`src/rtl/instruction_decode_pkg.sv`:
```
// Shared decode constants for the ID stage: opcodes, function codes,
// the link register index and the internal control bundle.
package instruction_decode_pkg;

  localparam logic [5:0] OP_RTYPE = 6'd0;
  localparam logic [5:0] OP_J     = 6'd2;
  localparam logic [5:0] OP_JAL   = 6'd3;
  localparam logic [5:0] OP_BEQ   = 6'd4;
  localparam logic [5:0] OP_BNE   = 6'd5;
  localparam logic [5:0] OP_ADDI  = 6'd8;
  localparam logic [5:0] OP_ADDIU = 6'd9;
  localparam logic [5:0] OP_SLTI  = 6'd10;
  localparam logic [5:0] OP_SLTIU = 6'd11;
  localparam logic [5:0] OP_ANDI  = 6'd12;
  localparam logic [5:0] OP_ORI   = 6'd13;
  localparam logic [5:0] OP_XORI  = 6'd14;
  localparam logic [5:0] OP_LUI   = 6'd15;
  localparam logic [5:0] OP_LB    = 6'd32;
  localparam logic [5:0] OP_LH    = 6'd33;
  localparam logic [5:0] OP_LW    = 6'd35;
  localparam logic [5:0] OP_LBU   = 6'd36;
  localparam logic [5:0] OP_LHU   = 6'd37;
  localparam logic [5:0] OP_LWU   = 6'd39;
  localparam logic [5:0] OP_SB    = 6'd40;
  localparam logic [5:0] OP_SH    = 6'd41;
  localparam logic [5:0] OP_SW    = 6'd43;

  localparam logic [5:0] FUNCT_JR   = 6'd8;
  localparam logic [5:0] FUNCT_JALR = 6'd9;

  localparam logic [4:0] LINK_REG = 5'd31;

  // Control bundle produced by the opcode decoder; reads_rt and zero_ext
  // stay inside the stage (hazard detection and immediate extension).
  typedef struct packed {
    logic       reg_write;
    logic       mem_read;
    logic       mem_write;
    logic       mem_to_reg;
    logic       alu_src;
    logic [4:0] wr_addr;
    logic       reads_rt;
    logic       zero_ext;
  } ctrl_t;

  // Number of bits needed to represent value (clogb2(31) = 5).
  function automatic int clogb2(input int value);
    int v;
    int bits;
    v    = value;
    bits = 0;
    while (v > 0) begin
      bits = bits + 1;
      v    = v >> 1;
    end
    return bits;
  endfunction

endpackage

```
`src/rtl/instruction_decode_register_file.sv`:
```
// Register file: two combinational read ports with write-through from the
// write port, one write port, register 0 hardwired to zero.
module register_file
  import instruction_decode_pkg::*;
#(
  parameter int NB_DATA = 32,
  parameter int N_REGS  = 32,
  parameter int NB_ADDR = 5
) (
  input  logic               i_clock,
  input  logic               i_reset,
  input  logic               i_write,
  input  logic [NB_ADDR-1:0] i_wr_addr,
  input  logic [NB_DATA-1:0] i_wr_data,
  input  logic [NB_ADDR-1:0] i_rd_addr_a,
  output logic [NB_DATA-1:0] o_rd_data_a,
  input  logic [NB_ADDR-1:0] i_rd_addr_b,
  output logic [NB_DATA-1:0] o_rd_data_b
);

  logic [NB_DATA-1:0] regs [N_REGS];
  logic               wr_en;

  assign wr_en = i_write && (i_wr_addr != '0);

  // Storage: cleared on reset, written on the clock edge unless the target is r0.
  always_ff @(posedge i_clock or posedge i_reset) begin
    if (i_reset) begin
      for (int i = 0; i < N_REGS; i++) begin
        regs[i] <= '0;
      end
    end else if (wr_en) begin
      regs[i_wr_addr] <= i_wr_data;
    end
  end

  // Read ports: r0 reads zero, a same-cycle write to the read address wins.
  always_comb begin
    o_rd_data_a = regs[i_rd_addr_a];
    o_rd_data_b = regs[i_rd_addr_b];
    if (i_rd_addr_a == '0) begin
      o_rd_data_a = '0;
    end else if (wr_en && (i_wr_addr == i_rd_addr_a)) begin
      o_rd_data_a = i_wr_data;
    end
    if (i_rd_addr_b == '0) begin
      o_rd_data_b = '0;
    end else if (wr_en && (i_wr_addr == i_rd_addr_b)) begin
      o_rd_data_b = i_wr_data;
    end
  end

endmodule

```
`src/rtl/instruction_decode.sv`:
```
// ID stage: field/control decode, early branch and jump resolution,
// load-use stall detection and the ID/EX pipeline register.
module instruction_decode
  import instruction_decode_pkg::*;
#(
  parameter int NB_REG   = 32,
  parameter int NB_INSTR = 32,
  parameter int N_REGS   = 32,
  localparam int NB_ADDR = clogb2(N_REGS - 1)
) (
  input  logic                i_clock,
  input  logic                i_reset,
  input  logic                i_valid,
  input  logic [NB_INSTR-1:0] i_instruction,
  input  logic [NB_REG-1:0]   i_pc,
  input  logic                i_wb_write,
  input  logic [NB_ADDR-1:0]  i_wb_addr,
  input  logic [NB_REG-1:0]   i_wb_data,
  input  logic                i_ex_mem_read,
  input  logic [NB_ADDR-1:0]  i_ex_rt,
  output logic                o_branch,
  output logic                o_jump_inm,
  output logic                o_jump_rs,
  output logic [15:0]         o_inm_i,
  output logic [25:0]         o_inm_j,
  output logic [NB_REG-1:0]   o_rs_jump,
  output logic                o_nop_reg,
  output logic                o_stall,
  output logic [NB_REG-1:0]   o_rs_data,
  output logic [NB_REG-1:0]   o_rt_data,
  output logic [NB_REG-1:0]   o_inm_ext,
  output logic [NB_REG-1:0]   o_pc,
  output logic [NB_ADDR-1:0]  o_rs_addr,
  output logic [NB_ADDR-1:0]  o_rt_addr,
  output logic [NB_ADDR-1:0]  o_wr_addr,
  output logic [5:0]          o_opcode,
  output logic [5:0]          o_funct,
  output logic                o_reg_write,
  output logic                o_mem_read,
  output logic                o_mem_write,
  output logic                o_mem_to_reg,
  output logic                o_alu_src
);

  logic [NB_INSTR-1:0] instr;
  logic [5:0]          opcode;
  logic [5:0]          funct;
  logic [NB_ADDR-1:0]  rs;
  logic [NB_ADDR-1:0]  rt;
  logic [NB_ADDR-1:0]  rd;
  logic [15:0]         imm;
  logic [NB_REG-1:0]   imm_ext;
  logic [NB_REG-1:0]   rs_data;
  logic [NB_REG-1:0]   rt_data;
  ctrl_t               ctrl;
  logic                branch_raw;
  logic                jump_inm_raw;
  logic                jump_rs_raw;
  logic                redirect_ok;
  logic                any_redirect;

  // A squashed slot is decoded as the all-zero NOP instruction.
  assign instr  = o_nop_reg ? '0 : i_instruction;
  assign opcode = instr[31:26];
  assign rs     = instr[21 +: NB_ADDR];
  assign rt     = instr[16 +: NB_ADDR];
  assign rd     = instr[11 +: NB_ADDR];
  assign imm    = instr[15:0];
  assign funct  = instr[5:0];

  assign o_inm_i = i_instruction[15:0];
  assign o_inm_j = i_instruction[25:0];

  register_file #(
    .NB_DATA (NB_REG),
    .N_REGS  (N_REGS),
    .NB_ADDR (NB_ADDR)
  ) u_register_file (
    .i_clock     (i_clock),
    .i_reset     (i_reset),
    .i_write     (i_wb_write),
    .i_wr_addr   (i_wb_addr),
    .i_wr_data   (i_wb_data),
    .i_rd_addr_a (rs),
    .o_rd_data_a (rs_data),
    .i_rd_addr_b (rt),
    .o_rd_data_b (rt_data)
  );

  // Opcode to control decode; anything unrecognised stays an all-zero NOP.
  always_comb begin
    ctrl = '0;
    case (opcode)
      OP_RTYPE: begin
        if (instr != '0) begin
          ctrl.reads_rt = 1'b1;
          if (funct != FUNCT_JR) begin
            ctrl.reg_write = 1'b1;
            ctrl.wr_addr   = rd;
          end
        end
      end
      OP_ADDI, OP_ADDIU, OP_SLTI, OP_SLTIU, OP_LUI: begin
        ctrl.reg_write = 1'b1;
        ctrl.alu_src   = 1'b1;
        ctrl.wr_addr   = rt;
      end
      OP_ANDI, OP_ORI, OP_XORI: begin
        ctrl.reg_write = 1'b1;
        ctrl.alu_src   = 1'b1;
        ctrl.wr_addr   = rt;
        ctrl.zero_ext  = 1'b1;
      end
      OP_LB, OP_LH, OP_LW, OP_LBU, OP_LHU, OP_LWU: begin
        ctrl.reg_write  = 1'b1;
        ctrl.alu_src    = 1'b1;
        ctrl.mem_read   = 1'b1;
        ctrl.mem_to_reg = 1'b1;
        ctrl.wr_addr    = rt;
      end
      OP_SB, OP_SH, OP_SW: begin
        ctrl.alu_src   = 1'b1;
        ctrl.mem_write = 1'b1;
        ctrl.reads_rt  = 1'b1;
      end
      OP_BEQ, OP_BNE: begin
        ctrl.reads_rt = 1'b1;
      end
      OP_JAL: begin
        ctrl.reg_write = 1'b1;
        ctrl.wr_addr   = LINK_REG;
      end
      default: begin
        ctrl = '0;
      end
    endcase
  end

  assign imm_ext = ctrl.zero_ext ? {{(NB_REG-16){1'b0}}, imm}
                                 : {{(NB_REG-16){imm[15]}}, imm};

  // Load-use hazard: the load in EX targets a register this instruction reads.
  always_comb begin
    o_stall = 1'b0;
    if (!i_reset && i_ex_mem_read && (i_ex_rt != '0)) begin
      o_stall = (i_ex_rt == rs) || (ctrl.reads_rt && (i_ex_rt == rt));
    end
  end

  // Early redirect resolution, suppressed while stalling or squashing.
  always_comb begin
    branch_raw   = ((opcode == OP_BEQ) && (rs_data == rt_data)) ||
                   ((opcode == OP_BNE) && (rs_data != rt_data));
    jump_inm_raw = (opcode == OP_J) || (opcode == OP_JAL);
    jump_rs_raw  = (opcode == OP_RTYPE) &&
                   ((funct == FUNCT_JR) || (funct == FUNCT_JALR));
    redirect_ok  = !i_reset && !o_stall && !o_nop_reg;
    o_branch     = redirect_ok && branch_raw;
    o_jump_inm   = redirect_ok && jump_inm_raw;
    o_jump_rs    = redirect_ok && jump_rs_raw;
    any_redirect = o_branch || o_jump_inm || o_jump_rs;
  end

  assign o_rs_jump = rs_data;

  // ID/EX register: capture on valid, bubble on stall or squash, hold otherwise.
  always_ff @(posedge i_clock or posedge i_reset) begin
    if (i_reset) begin
      o_rs_data    <= '0;
      o_rt_data    <= '0;
      o_inm_ext    <= '0;
      o_pc         <= '0;
      o_rs_addr    <= '0;
      o_rt_addr    <= '0;
      o_wr_addr    <= '0;
      o_opcode     <= '0;
      o_funct      <= '0;
      o_reg_write  <= 1'b0;
      o_mem_read   <= 1'b0;
      o_mem_write  <= 1'b0;
      o_mem_to_reg <= 1'b0;
      o_alu_src    <= 1'b0;
      o_nop_reg    <= 1'b0;
    end else if (i_valid) begin
      o_nop_reg <= any_redirect;
      if (o_stall || o_nop_reg) begin
        o_rs_data    <= '0;
        o_rt_data    <= '0;
        o_inm_ext    <= '0;
        o_pc         <= '0;
        o_rs_addr    <= '0;
        o_rt_addr    <= '0;
        o_wr_addr    <= '0;
        o_opcode     <= '0;
        o_funct      <= '0;
        o_reg_write  <= 1'b0;
        o_mem_read   <= 1'b0;
        o_mem_write  <= 1'b0;
        o_mem_to_reg <= 1'b0;
        o_alu_src    <= 1'b0;
      end else begin
        o_rs_data    <= rs_data;
        o_rt_data    <= rt_data;
        o_inm_ext    <= imm_ext;
        o_pc         <= i_pc;
        o_rs_addr    <= rs;
        o_rt_addr    <= rt;
        o_wr_addr    <= ctrl.wr_addr;
        o_opcode     <= opcode;
        o_funct      <= funct;
        o_reg_write  <= ctrl.reg_write;
        o_mem_read   <= ctrl.mem_read;
        o_mem_write  <= ctrl.mem_write;
        o_mem_to_reg <= ctrl.mem_to_reg;
        o_alu_src    <= ctrl.alu_src;
      end
    end
  end

endmodule

```
`config.mk`:
```
export PLATFORM = sky130hd
export DESIGN_NAME = instruction_decode
export DESIGN_NICKNAME = d
export VERILOG_FILES = /design/src/rtl/instruction_decode_pkg.sv /design/src/rtl/instruction_decode_register_file.sv /design/src/rtl/instruction_decode.sv
export SDC_FILE = /design/constraint.sdc
export NUM_CORES = 2
export LEC_CHECK = 0
export BUFFER_PORTS_ARGS = -buffer_cell sky130_fd_sc_hd__buf_2
export CAP_MARGIN = 20
export CORE_ASPECT_RATIO = 1.1
export CORE_MARGIN = 2
export CORE_UTILIZATION = 48
export DETAILED_ROUTE_END_ITERATION = 12
export GPL_ROUTABILITY_DRIVEN = 0
export HOLD_SLACK_MARGIN = 0.08
export PLACE_DENSITY = 0.62
export SYNTH_ARGS = -nofsm -noshare
export SYNTH_HDL_FRONTEND = slang
export SYNTH_SLANG_ARGS = --single-unit
```
`constraint.sdc`:
```
create_clock -name i_clock -period 61.2 [get_ports i_clock]
set_input_delay 12.24 -clock i_clock [delete_from_list [all_inputs] [get_ports i_clock]]
set_output_delay 12.24 -clock i_clock [all_outputs]
set_load 0.02 [all_outputs]
```
==> flow_results.org <==
** Timing
- For the pin with the worst max-slew slack, the measured transition is 1.29 ns.
- Final critical path time including I/O delays and setup :: 31.44 ns
- Setup violations remaining at the end of the flow were counted as 0.
- After routing, the total negative slack on setup checks comes to 0 ns.
- Slew Limit Headroom :: 0.134
- Derived from the worst setup path, the maximum achievable clock frequency is 0.0318 GHz.
- Final Hold Viols :: 0
- Setup Skew :: 0.0371 ns
- In the finished design, the share of the clock period the worst path needs comes to 0.514.
- The total count of max-transition violations in the final report is 0.
- Unrepaired setup endpoints after global routing :: no

** Routing
- Once detail routing completed, the nets flagged for antenna violations numbered 0.
- After detailed routing, the wire length on met1 is 101 mm.
- The routed layout has 52951 vias.
- The detailed router finished its first iteration with 8097 violations.
- For this block, the routed nets add up to 272 mm of wire.
- After detailed routing, the met3 layer carries 35.4 mm of wire.
- Highest metal layer with signal wires :: met5
- Dividing the detail-routed wire length by the instance count gives 36.0 microns.
- The pre-antenna-repair detailed-routing pass consisted of 9 iterations.
- Number of design rule violations left after detail routing :: 0
- Wire segments on met2 add up to 114 mm in the final route.
- Number of vias per cell :: 7.02

** Clocking
- Once the clock tree was built, the resizer swapped 0 gates to a different size.
- Total number of clock tree sinks :: 1163
- The root buffer cell chosen for the clock tree is sky130_fd_sc_hd__clkbuf_16.
- After clock tree synthesis, the clock-pin slew on the worst setup and hold paths is 0.06 ns.
- Counting along the longest clock path gives a buffer depth of 3.
- Worst skew pair latency :: 0.80 ns
- Number of levels in the clock H-tree :: 4
- Quantity of hold-fixing buffers added after cts :: 0
- Counting the buffers created by CTS gives 131.
- TritonCTS built the clock tree.
- Post-CTS Setup Inserts :: 0

** Floorplanning
- Num rows :: 141
- Horizontal extent of the die :: 354 microns
- Top-level I/O count :: 350
- The die is 389 microns tall.
- Area of the placeable core :: 134000 sq um
- Full die area :: 138000 sq um
- Initial Utilization :: 0.483

** Run
- Max-capacitance violation count :: 0

** Logic synthesis
- The share of the Yosys chip area taken by registers is 0.450.
- The share of synthesized area in the top cell type comes to 0.450.
- The number of different library cells used by synthesis comes to 107.
- A synthesized cell averages 11.4 sq um.
- The synthesized design contains 1163 register bits.
- Area leader, netlist :: sky130_fd_sc_hd__dfrtp_1
- Main area contributors after synthesis :: sky130_fd_sc_hd__dfrtp_1 45%, sky130_fd_sc_hd__mux2_2 19%, sky130_fd_sc_hd__mux2i_1 4.8%
- Fraction of synthesis flops using an asynchronous set or reset pin :: 1.00
- Post-synthesis instance area :: 64700 sq um
- In this run, synthesis inferred 0 flip-flops with an integrated enable.
- Yosys printed 0 warnings.
- After technology mapping, the gate count stands at 5665.
- Among all flip-flop cells after synthesis, the most frequent one is sky130_fd_sc_hd__dfrtp_1.
- Nets in the synthesized netlist :: 5776

** Layout
- Number of filler cells placed in the layout :: 11624
- Share of layout cells above drive strength 1 :: 0.360
- The register with the most flip-flops in the layout has 1024 of them.
- Once layout is complete, the utilization of the core stands at 0.530.
- For this run, the post-layout net count is 5755.
- More flip-flops sit in one register than any other, and that register is u_register_file.regs.
- Most common cell after layout, fill and taps aside :: sky130_fd_sc_hd__dfrtp_1
- Commonest non-fill, non-tap cells in the layout :: 1162 x sky130_fd_sc_hd__dfrtp_1, 1090 x sky130_fd_sc_hd__mux2_2, 342 x sky130_fd_sc_hd__buf_2, 312 x sky130_fd_sc_hd__nand2_1, 312 x sky130_fd_sc_hd__mux2i_1
- The area growth from synthesis to layout is 9.78%.

** Critical path
- Kind of critical path :: in2out
- At the worst endpoint, the required time is 48.96 ns.
- The worst setup path is launched from a primary input.
- Of all nets on the critical path, the largest fanout is 69.
- Arr. time, crit path :: 19.20 ns
- Critical path capture point type :: primary output

** Global route
- The first global-routing pass estimated 384 mm of wire.
- Via count of the first global-routing pass :: 50813
- Global-route total usage across every layer :: 0.387
- Entering global routing, the biggest net connects 155 pins.
- The total overflow left after global routing is 0.
- The initial antenna violation count came to 32.

** Placed design
- HPWL Detailed :: 168 mm
- Input/output buffers :: 349

** Outcome
- Run status :: finished clean

** Min path
- The path class of the tightest hold or removal check is reg2reg.

** Power and ir drop
- Dividing total power by cell area gives a power density of 33.2 nW/um^2.
- Maximum resistive drop on vdd :: 0.0263 mV
- Lkg Pwr :: 31.8 nW
power by group:
group	total [mW]	switching (mW)	internal [mW]
Sequential	1.02	0.111	0.910
Clock	0.807	0.335	0.472
Combinational	0.533	0.295	0.238
Total	2.36	0.741	1.62
kinds of logic after synthesis:
family | after synthesis | synth area share
buffers and inverters | 822 | 0.0668
AND/OR/NAND/NOR | 840 | 0.0634
multiplexers | 1531 | 0.282
flip-flops | 1163 | 0.450
AO/OA/AOI/OAI | 1264 | 0.132
XOR/XNOR | 45 | 0.00609
cells in the mapped netlist, types with 111 or more instances:
| library cell | n |
|---|---|
| sky130_fd_sc_hd__dfrtp_1 | 1163 |
| sky130_fd_sc_hd__mux2_2 | 1090 |
| sky130_fd_sc_hd__nand2_1 | 329 |
| sky130_fd_sc_hd__clkbuf_1 | 328 |
| sky130_fd_sc_hd__mux2i_1 | 312 |
| sky130_fd_sc_hd__o21ai_0 | 293 |
| sky130_fd_sc_hd__a21oi_1 | 202 |
| sky130_fd_sc_hd__o22ai_1 | 192 |
| sky130_fd_sc_hd__inv_1 | 157 |
| sky130_fd_sc_hd__nor2_1 | 153 |
| sky130_fd_sc_hd__buf_2 | 130 |
| sky130_fd_sc_hd__mux4_2 | 123 |
| sky130_fd_sc_hd__nand3_1 | 111 |
path summary, 6_finish.rpt:
kind,cells after the start,slack (ns),from,endpoint
min in group asynchronous,2,11.69,i_reset,o_inm_ext[2]
hold reg to reg,0,0.40,u_register_file.regs[1018],u_register_file.regs[1018]
max in group asynchronous,6,45.73,i_reset,u_register_file.regs[785]
setup / recovery,15,29.76,i_instruction[21],o_branch
setup reg to reg,14,54.95,o_nop_reg,o_nop_reg
hold / removal,0,0.40,u_register_file.regs[1018],u_register_file.regs[1018]
through the flow:
step	power [mW]	setup slack [ns]	std cells	cell area (sq um)	hold slack (ns)
finish	2.36	29.76	7542	71000	0.402
global route	2.43	29.81	7536	71000	0.413
CTS	2.34	30.14	7529	70900	0.403
detailed placement	1.54	30.15	7295	66600	0.389
global placement	1.53	30.07	7294	66600	0.384
floorplan	1.37	9.00	5665	64700	0.446
metal layers:
metal | vias up | global-route usage
met5 | - | 0.00947
met1 | 26886 | 0.497
met3 | 1101 | 0.134
met2 | 4086 | 0.557
li1 | 20848 | -
met4 | 30 | 0.241
layout make-up:
class | instances | area (sq um) | area share
tap | 1787 | 2240 | 0.0315
antenna | 10 | 25.0 | 0.000352
clock inverter | 40 | 428 | 0.00602
inverter | 160 | 608 | 0.00856
sequential | 1163 | 29100 | 0.410
timing repair buffer | 508 | 3100 | 0.0437
multi-input combinational | 3680 | 31600 | 0.445
clock buffer | 194 | 3880 | 0.0546
worst max-delay path, cell delays in order:
cell and delay [ns]:
sky130_fd_sc_hd__buf_8 0.47, sky130_fd_sc_hd__buf_4 0.60, sky130_fd_sc_hd__buf_4 0.62, sky130_fd_sc_hd__buf_4 0.64, sky130_fd_sc_hd__mux4_2 0.58, sky130_fd_sc_hd__nand2_1 0.09
sky130_fd_sc_hd__a21oi_1 0.07, sky130_fd_sc_hd__a211oi_1 0.69, sky130_fd_sc_hd__a21oi_2 0.21, sky130_fd_sc_hd__xnor2_1 0.18, sky130_fd_sc_hd__nor4_1 0.92, sky130_fd_sc_hd__and4_1 0.45
sky130_fd_sc_hd__nand3_1 0.14, sky130_fd_sc_hd__a2111oi_1 0.73, sky130_fd_sc_hd__buf_2 0.30
Power figures use the tool's default switching activity.
